<file path="src/rtl/mole_hit_detector.sv">
// mole_hit_detector: classifies player presses against the mole bus as hits
// or misses, detects unwhacked moles retracting (escapes), and keeps score,
// miss count, whacked mask and the IDLE/PLAYING/GAME_OVER state.
// Optional feature macro: MOLE_COMBO_EN (adds `combo` output and hit multiplier).
module mole_hit_detector #(
  parameter int NUM_HOLES   = 18,
  parameter int SCORE_WIDTH = 10,
  parameter int POINTS_HIT  = 1,
  parameter int POINTS_MISS = 1,
  parameter int MAX_MISSES  = 5
) (
  input  logic                               clk,
  input  logic                               reset,
  input  logic                               start,
  input  logic [NUM_HOLES-1:0]               mole_positions,
  input  logic [NUM_HOLES-1:0]               buttons,
  output logic [SCORE_WIDTH-1:0]             score,
  output logic [$clog2(MAX_MISSES+1)-1:0]    miss_count,
  output logic [NUM_HOLES-1:0]               whacked,
  output logic [NUM_HOLES-1:0]               hit_pulse,
  output logic                               miss_pulse,
  output logic                               playing,
  output logic                               game_over
`ifdef MOLE_COMBO_EN
  ,
  output logic [2:0]                         combo
`endif
);

  localparam int MW  = $clog2(MAX_MISSES + 1);
  localparam int CW  = $clog2(NUM_HOLES + 1);
  localparam int IW  = SCORE_WIDTH + $clog2(NUM_HOLES) + 2;
  localparam int MCW = MW + CW + 1;
  localparam logic [IW-1:0] SCORE_MAX = IW'((1 << SCORE_WIDTH) - 1);

  typedef enum logic [1:0] {
    S_IDLE      = 2'd0,
    S_PLAYING   = 2'd1,
    S_GAME_OVER = 2'd2
  } state_t;

  function automatic logic [CW-1:0] popcount(input logic [NUM_HOLES-1:0] v);
    logic [CW-1:0] c;
    c = '0;
    for (int i = 0; i < NUM_HOLES; i++) begin
      c = c + CW'(v[i]);
    end
    return c;
  endfunction

  state_t                 state_q, state_d;
  logic [SCORE_WIDTH-1:0] score_q, score_d;
  logic [MW-1:0]          miss_count_q, miss_count_d;
  logic [NUM_HOLES-1:0]   whacked_q, whacked_d;
  logic [NUM_HOLES-1:0]   hit_pulse_q, hit_pulse_d;
  logic                   miss_pulse_q, miss_pulse_d;
  logic                   playing_q, playing_d;
  logic                   game_over_q, game_over_d;
  logic [NUM_HOLES-1:0]   prev_buttons_q, prev_buttons_d;
  logic [NUM_HOLES-1:0]   prev_moles_q, prev_moles_d;
`ifdef MOLE_COMBO_EN
  logic [2:0]             combo_q, combo_d;
`endif

  logic [NUM_HOLES-1:0]   press_s, hittable_s, esc_raw_s;
  logic [NUM_HOLES-1:0]   hit_vec_s, miss_vec_s, esc_vec_s;
  logic                   active_s;
  logic [CW-1:0]          nh_s, nm_s, ne_s;
  logic [CW:0]            miss_add_s;
  logic [IW-1:0]          mult_s, hit_pts_s, miss_pts_s, sum_s, score_nx_s;
  logic [MCW-1:0]         mc_sum_s;
  logic [MW-1:0]          mc_nx_s;

  // Classify this cycle's presses and retracting moles; only counted while playing.
  always_comb begin
    press_s    = buttons & ~prev_buttons_q;
    hittable_s = mole_positions & ~whacked_q;
    esc_raw_s  = prev_moles_q & ~mole_positions & ~whacked_q;
    active_s   = (state_q == S_PLAYING) && !start;
    if (active_s) begin
      hit_vec_s  = press_s & hittable_s;
      miss_vec_s = press_s & ~hittable_s;
      esc_vec_s  = esc_raw_s;
    end else begin
      hit_vec_s  = '0;
      miss_vec_s = '0;
      esc_vec_s  = '0;
    end
    nh_s       = popcount(hit_vec_s);
    nm_s       = popcount(miss_vec_s);
    ne_s       = popcount(esc_vec_s);
    miss_add_s = {1'b0, nm_s} + {1'b0, ne_s};
  end

  // Saturating score arithmetic (add hits, clamp high, then subtract misses, clamp at 0).
  always_comb begin
    mult_s = IW'(1);
`ifdef MOLE_COMBO_EN
    if (miss_add_s != '0) begin
      mult_s = IW'(1);
    end else begin
      case (combo_q)
        3'd0, 3'd1: mult_s = IW'(1);
        3'd2, 3'd3: mult_s = IW'(2);
        default:    mult_s = IW'(4);
      endcase
    end
`endif
    hit_pts_s  = IW'(nh_s) * IW'(POINTS_HIT) * mult_s;
    miss_pts_s = IW'(nm_s) * IW'(POINTS_MISS);
    sum_s      = IW'(score_q) + hit_pts_s;
    if (sum_s > SCORE_MAX) begin
      sum_s = SCORE_MAX;
    end else begin
      sum_s = sum_s;
    end
    if (miss_pts_s > sum_s) begin
      score_nx_s = '0;
    end else begin
      score_nx_s = sum_s - miss_pts_s;
    end
    mc_sum_s = MCW'(miss_count_q) + MCW'(miss_add_s);
    if (mc_sum_s >= MCW'(MAX_MISSES)) begin
      mc_nx_s = MW'(MAX_MISSES);
    end else begin
      mc_nx_s = mc_sum_s[MW-1:0];
    end
  end

  // Next game state.
  always_comb begin
    state_d = state_q;
    case (state_q)
      S_IDLE: begin
        if (start) state_d = S_PLAYING;
        else       state_d = S_IDLE;
      end
      S_PLAYING: begin
        if (start)                                  state_d = S_PLAYING;
        else if (MCW'(mc_nx_s) >= MCW'(MAX_MISSES)) state_d = S_GAME_OVER;
        else                                        state_d = S_PLAYING;
      end
      S_GAME_OVER: begin
        if (start) state_d = S_PLAYING;
        else       state_d = S_GAME_OVER;
      end
      default: state_d = S_IDLE;
    endcase
  end

  // Registered state flags derived from the next state.
  always_comb begin
    playing_d   = (state_d == S_PLAYING);
    game_over_d = (state_d == S_GAME_OVER);
  end

  // Next values of counters, mask, pulses and edge-detect history.
  always_comb begin
    prev_buttons_d = buttons;
    prev_moles_d   = mole_positions;
    hit_pulse_d    = hit_vec_s;
    miss_pulse_d   = (miss_add_s != '0);
`ifdef MOLE_COMBO_EN
    combo_d        = combo_q;
`endif
    if (start) begin
      score_d      = '0;
      miss_count_d = '0;
      whacked_d    = '0;
`ifdef MOLE_COMBO_EN
      combo_d      = 3'd0;
`endif
    end else if (active_s) begin
      score_d      = score_nx_s[SCORE_WIDTH-1:0];
      miss_count_d = mc_nx_s;
      whacked_d    = (whacked_q | hit_vec_s) & mole_positions;
`ifdef MOLE_COMBO_EN
      if (miss_add_s != '0)   combo_d = 3'd0;
      else if (nh_s != '0)    combo_d = (combo_q >= 3'd4) ? 3'd4 : combo_q + 3'd1;
      else                    combo_d = combo_q;
`endif
    end else begin
      score_d      = score_q;
      miss_count_d = miss_count_q;
      whacked_d    = whacked_q & mole_positions;
    end
  end

  // All state and output registers with synchronous reset.
  always_ff @(posedge clk) begin
    if (reset) begin
      state_q        <= S_IDLE;
      score_q        <= '0;
      miss_count_q   <= '0;
      whacked_q      <= '0;
      hit_pulse_q    <= '0;
      miss_pulse_q   <= 1'b0;
      playing_q      <= 1'b0;
      game_over_q    <= 1'b0;
      prev_buttons_q <= '1;
      prev_moles_q   <= '0;
`ifdef MOLE_COMBO_EN
      combo_q        <= 3'd0;
`endif
    end else begin
      state_q        <= state_d;
      score_q        <= score_d;
      miss_count_q   <= miss_count_d;
      whacked_q      <= whacked_d;
      hit_pulse_q    <= hit_pulse_d;
      miss_pulse_q   <= miss_pulse_d;
      playing_q      <= playing_d;
      game_over_q    <= game_over_d;
      prev_buttons_q <= prev_buttons_d;
      prev_moles_q   <= prev_moles_d;
`ifdef MOLE_COMBO_EN
      combo_q        <= combo_d;
`endif
    end
  end

  assign score      = score_q;
  assign miss_count = miss_count_q;
  assign whacked    = whacked_q;
  assign hit_pulse  = hit_pulse_q;
  assign miss_pulse = miss_pulse_q;
  assign playing    = playing_q;
  assign game_over  = game_over_q;
`ifdef MOLE_COMBO_EN
  assign combo      = combo_q;
`endif

endmodule

</file>
<file path="config.mk">
export PLATFORM = sky130hd
export DESIGN_NAME = mole_hit_detector
export DESIGN_NICKNAME = d
export VERILOG_FILES = /design/src/rtl/mole_hit_detector.sv
export SDC_FILE = /design/constraint.sdc
export NUM_CORES = 1
export LEC_CHECK = 0
export CAP_MARGIN = 20
export CORE_MARGIN = 3
export CORE_UTILIZATION = 55
export DETAILED_ROUTE_END_ITERATION = 16
export GPL_ROUTABILITY_DRIVEN = 1
export PLACE_DENSITY_LB_ADDON = 0.12
export SLEW_MARGIN = 20
export SYNTH_ARGS = -nofsm -noshare
export SYNTH_HDL_FRONTEND = slang
export SYNTH_SLANG_ARGS = --single-unit
</file>
<file path="constraint.sdc">
create_clock -name clk -period 12 [get_ports clk]
set_input_delay 1.2 -clock clk [delete_from_list [all_inputs] [get_ports clk]]
set_output_delay 1.2 -clock clk [all_outputs]
set_load 0.02 [all_outputs]
</file>
# Yosys cells after proc, flatten, opt, wreduce, memory -nomap -nowiden
# Index checks and enable logic that the tools add are counted.
# W data, S select, Z words.
# word_totals
reg_bits,90
latchBits,0
mem_bits_rw,0
mem_bits_ro,0
in_bits,39
output_inout_bits,52
wordCells,103
memories,0
# op_classes
addsub,55
mul,0
n_div,0
order_cmp,4
eq_ne,4
n_shift,0
n_mux,12
bitwise_logic,13
n_reduce_logical,5
# ops
cell,count
$add A5 B1 Y5,39
$and A18 B18 Y18,8
$mux W18,4
$not A18 Y18,4
$or A18 B18 Y18,1
$add A4 B1 Y5,3
$add A3 B1 Y4,3
$add A10 B5 Y11,1
$gt A11 B10 Y1 const B,1
$gt A5 B11 Y1,1
$mux W11,1
$mux W10,1
$sub A10 B5 Y10,1
$add A2 B1 Y3,3
$add A3 B6 Y7,1
$ge A7 B3 Y1 const B,1
$add A1 B1 Y2,3
$add A5 B5 Y6,1
$mux W2,3
$pmux W2 S3,1
$reduce_bool A6 Y1,1
$eq A2 B1 Y1 const B,2
$eq A2 B2 Y1 const B,2
$ge A3 B3 Y1 const B,1
6 further kinds,6

# Longest topological paths before layout
# logic_depth
word_depth,31
depth_mapped,31

# Worst setup path before layout
# Ideal clock, no wire load.
# synth_path
path_kind,input to register
from,in start
to,"reg miss_count_q[0], in the netlist miss_count[0]"
setup_time_ns,0.139
arrival_time_ns,9.324
slack_ns,2.537
cell_stages,27
cell_sequence,nand2b_1 > clkbuf_1 > clkbuf_1 > nor3b_1 > o21ai_0 > fa_1 > fa_1 > fa_1 > fa_1 > fa_1 > inv_1 > ha_1 > fa_1 > inv_1 > fa_1 > fa_1 > inv_1 > fa_1 > fa_1 > inv_1 > fa_1 > inv_1 > ha_1 > a32oi_1 > mux2i_1 > nor4_2 > a31oi_1
# synth_via
elab_chain_cells,24
elab_cells_between_ends,43
cone_classes,36 x add/sub; 1 x order compare; 3 x mux; 3 x reduce/logical
# synth_rtl
element,line_no,rtl
start: declaration,14,"input logic start,"
$logic_not A1 Y1,79,active_s = (state_q == S_PLAYING) && !start;
$logic_and A1 B1 Y1,79,
$mux W18,80,if (active_s) begin
$add A1 B1 Y2,46,c = c + CW'(v[i]);
$add A2 B1 Y3,46,
$add A3 B1 Y4,46,
$add A4 B1 Y5,46,
$add A5 B1 Y5 (13 in series),46,
$add A5 B5 Y6,92,"miss_add_s = {1'b0, nm_s} + {1'b0, ne_s};"
$add A3 B6 Y7,122,mc_sum_s = MCW'(miss_count_q) + MCW'(miss_add_s);
$ge A7 B3 Y1,123,if (mc_sum_s >= MCW'(MAX_MISSES)) begin
$mux W3,123,
end signal: assignment,208,miss_count_q <= miss_count_d;
end: declaration,53,"logic [MW-1:0] miss_count_q, miss_count_d;"
# Parallel ways exist; a longest one is shown, timed or not.
# A chain may end at the register's enable or synchronous reset.

# Final worst setup path
# Same ends and word-level chain as after synthesis.

==> impl_metrics.tcl <==
set metrics [dict create \
    drc 0 \
    port_buffers 90 \
    drv_slew 0 \
    endpoint_kind "flip-flop" \
    synth_area_leader_cell "dfxtp_1" \
    netlist_top_cells_area "dfxtp_1, fa_1, ha_1" \
    ys_warn_count 0 \
    dpl.hpwl_um 10700 \
    crit_path_end "miss_count[0]" \
    tns_ps 0 \
    initial_core_util_pct 57.7 \
    dpl_cell_area_um2 6730 \
    cts-buffers-inserted 9 \
    cap_violations 0 \
    setup_violations 0 \
    setup.worst_path.start_class "primary input" \
    grt_use_total_pct 25.3 \
    cts_tree "built" \
    cp.arrival_ps 10380 \
    startpoint "start" \
    timing.final.crit_share_pct 84.5 \
    crit_family "adder cells" \
    slowest_delay_ps 580 \
    synth_edf_count 0 \
    wl_per_cell_um 16.3 \
    fin_cells 847 \
    netlist_area_um2 5740 \
    synth_top_family_by_area "adder cells" \
    dpl.cell_count 831 \
    post_cts_buffers 0 \
    swShare_pct 27.8 \
    cts_root_buf "clkbuf_8" \
    grt_pass1_vias 4768 \
    drt_iter0_drc 174 \
    grt_max_degree 59 \
    routed_wl_um 13800 \
    grt-ovfl-total 0 \
    grt_pass1_wl_um 23000 \
    ctsResizeCount 0 \
    rrSetupSlack_ps 2090 \
    worst_pin_slew_ps 1010 \
    clkLatencyLatePin_ps 380 \
    cp_common_cell "fa_1" \
    cts_sinks 90 \
    critPathRequiredTime_ps 12240 \
    finalHoldViolCount 0 \
    gp_congestion 0.862 \
    dr.pass1.iters 5 \
    path_max_fanout 10 \
    power.internal_uw 526 \
    min_path_type "flip-flop to flip-flop" \
    synthArstFlopShare_pct 0 \
    critPathKind "primary input to flip-flop" \
    drive_above_1_share_pct 8.96 \
    synth_xor_area_share_pct 2.14 \
    leakagePower_nw 3.02 \
    reg2reg_depth 26 \
    p_per_area_nw_per_um2 105 \
    synthAdderAreaFrac_pct 24.2 \
    synth-simple-area-share_pct 22.2 \
    coreArea_um2 9950 \
    synth_cell_type_count 65 \
    vias_per_cell 5.41 \
    fmax_mhz 98.6 \
    cp.depth 26 \
    ctsHtreeMaxLevel 3 \
    final_area_um2 6980 \
    clockBufferDepth 2 \
    ys_ff_latch 90 \
    fp.dieW_um 108 \
    syn_to_final_growth_pct 21.6 \
    diodes 0 \
    rsz0062_at_grt "no" \
    ioPinCount 91 \
    final_common_cell "dfxtp_1" \
    num_rows 36 \
    synth_top_area_share_pct 31.4 \
    min_period_ps 10140 \
    power_frac_comb_pct 20.9 \
    p_seq_share_pct 43.4 \
    ant_nets 0 \
    num_vias 4586 \
    synth_mux_area_share_pct 0.545 \
    ctsHoldBuffers 0 \
    antenna_found_initial 0 \
    p_switching_uw 203 \
    regToRegStartpoint "state_q[0]" \
    ys.flop_type "dfxtp_1" \
    clk_pin_slew_worst_paths_ps 80 \
    final_cell_mix "dfxtp_1, clkdlybuf4s50_1, inv_1" \
    syn_avg_cell_area_um2 9.16 \
    worstReg2RegEnd "miss_count[0]" \
    synth_compound_area_share_pct 12.4 \
    ir_drop_v 0.0000912 \
    outcome "complete, no violations" \
    nNetsFinal 835 \
    crit_slowest_cell "fa_1" \
    clkPwrFrac_pct 35.7 \
    path_buf_inv 6 \
    fin_skew_ps 9.29 \
    setup_slack_ps 1860 \
    place_ws_ps 1470 \
    slew_headroom_pct 32.4 \
    utilization_pct 70.1 \
    dieArea_um2 11700 \
    die_h_um 108 \
    synth_nets 753 \
    synth_seq_area_share_pct 31.4 \
    syn_inst 627 \
]
==> metal layers <==
metal  GRT usage (%)  wire, um
met3            7.16       743
met4            6.22       152
met2            42.0      6760
met5               0         0
met1            32.9      6170
==> worst reg2reg max path, cell delays in order, from the launching register on <==
cell and delay [ps]:
dfxtp_1 380, nor2b_1 630, nand2b_1 500, nor3b_1 490, o21ai_0 220, fa_1 580, fa_1 440, fa_1 530
fa_1 520, fa_1 550, inv_1 40, ha_1 340, fa_1 520, inv_1 60, fa_1 500, fa_1 540
inv_1 50, fa_1 500, fa_1 440, inv_1 80, fa_1 470, inv_1 90, ha_1 230, a32oi_1 240
mux2i_1 120, nor4_2 560, a31oi_1 170
==> registers in the layout, summed over array words and instances (netlist names) <==
| name | flops |
|---|---|
| whacked | 18 |
| miss_count | 3 |
| game_over | 1 |
| prev_moles_q | 18 |
| state_q | 2 |
| score | 10 |
| miss_pulse | 1 |
| hit_pulse | 18 |
| prev_buttons_q | 18 |
| playing | 1 |
==> power by group through the flow <==
stage / clock (mW) / combinational, mW / sequential, mW
after CTS: 0.265 / 0.153 / 0.316
after global routing: 0.278 / 0.170 / 0.318
after floorplan: 0 / 0.0972 / 0.327
final: 0.260 / 0.153 / 0.317
after detailed placement: 0 / 0.152 / 0.323
after global placement: 0 / 0.149 / 0.323
==> final cells by class <==
class | count | area (um^2)
fill | 789 | 2970
clock buffer | 12 | 155
multi-input combinational | 431 | 3530
inverter | 85 | 319
sequential | 90 | 1800
tap | 133 | 166
timing repair buffer | 92 | 911
clock inverter | 4 | 97.6
==> through the flow <==
| stage | hold WS, ps | total power, mW |
|---|---|---|
| after floorplan | 502 | 0.424 |
| after global placement | 467 | 0.472 |
| after detailed placement | 470 | 0.476 |
| after CTS | 487 | 0.735 |
| after global routing | 512 | 0.766 |
| final | 488 | 0.730 |
==> cell usage after synthesis (2+ instances only) <==
library cell and count:
dfxtp_1 90, inv_1 84, nor2_1 64, ha_1 47
fa_1 40, nand3_1 25, o21ai_0 25, a21oi_1 24
or2_2 24, nor3b_1 23, nand2_1 20, nor2b_1 18
nor3_1 18, clkbuf_1 17, nand3b_1 15, xor2_1 10
a211oi_2 5, nand2b_1 5, nor4b_1 4, xnor2_1 4
a21o_1 3, and2_1 3, o211a_1 3, o211ai_2 3
o31ai_1 3, a22o_1 2, a311oi_2 2, a31oi_1 2
a32o_1 2, and2b_1 2, mux2i_1 2, nor4_2 2
o2111a_1 2, o2111ai_1 2, o211ai_1 2
==> worst min path at each step <==
| stage | start | to | slack [ps] | cells after the start |
|---|---|---|---|---|
| after CTS | score[4] | score[4] | 490 | 2 |
| after global placement | score[1] | score[1] | 470 | 2 |
| after floorplan | prev_buttons_q[10] | whacked[10] | 500 | 3 |
| after detailed placement | score[4] | score[4] | 470 | 2 |
| final | score[4] | score[4] | 490 | 2 |
| after global routing | score[1] | score[1] | 510 | 2 |
==> logic make-up (layout without fill, tap and decap cells) <==
logic type / count (synthesis) / in the layout
multiplexers: 3 / 3
XOR/XNOR: 14 / 14
adder cells (fa/ha/maj): 87 / 87
AND/OR/NAND/NOR: 232 / 232
flip-flops: 90 / 90
buffers and inverters: 106 / 193
AO/OA/AOI/OAI: 95 / 95
(Power assumes the default switching activity.)
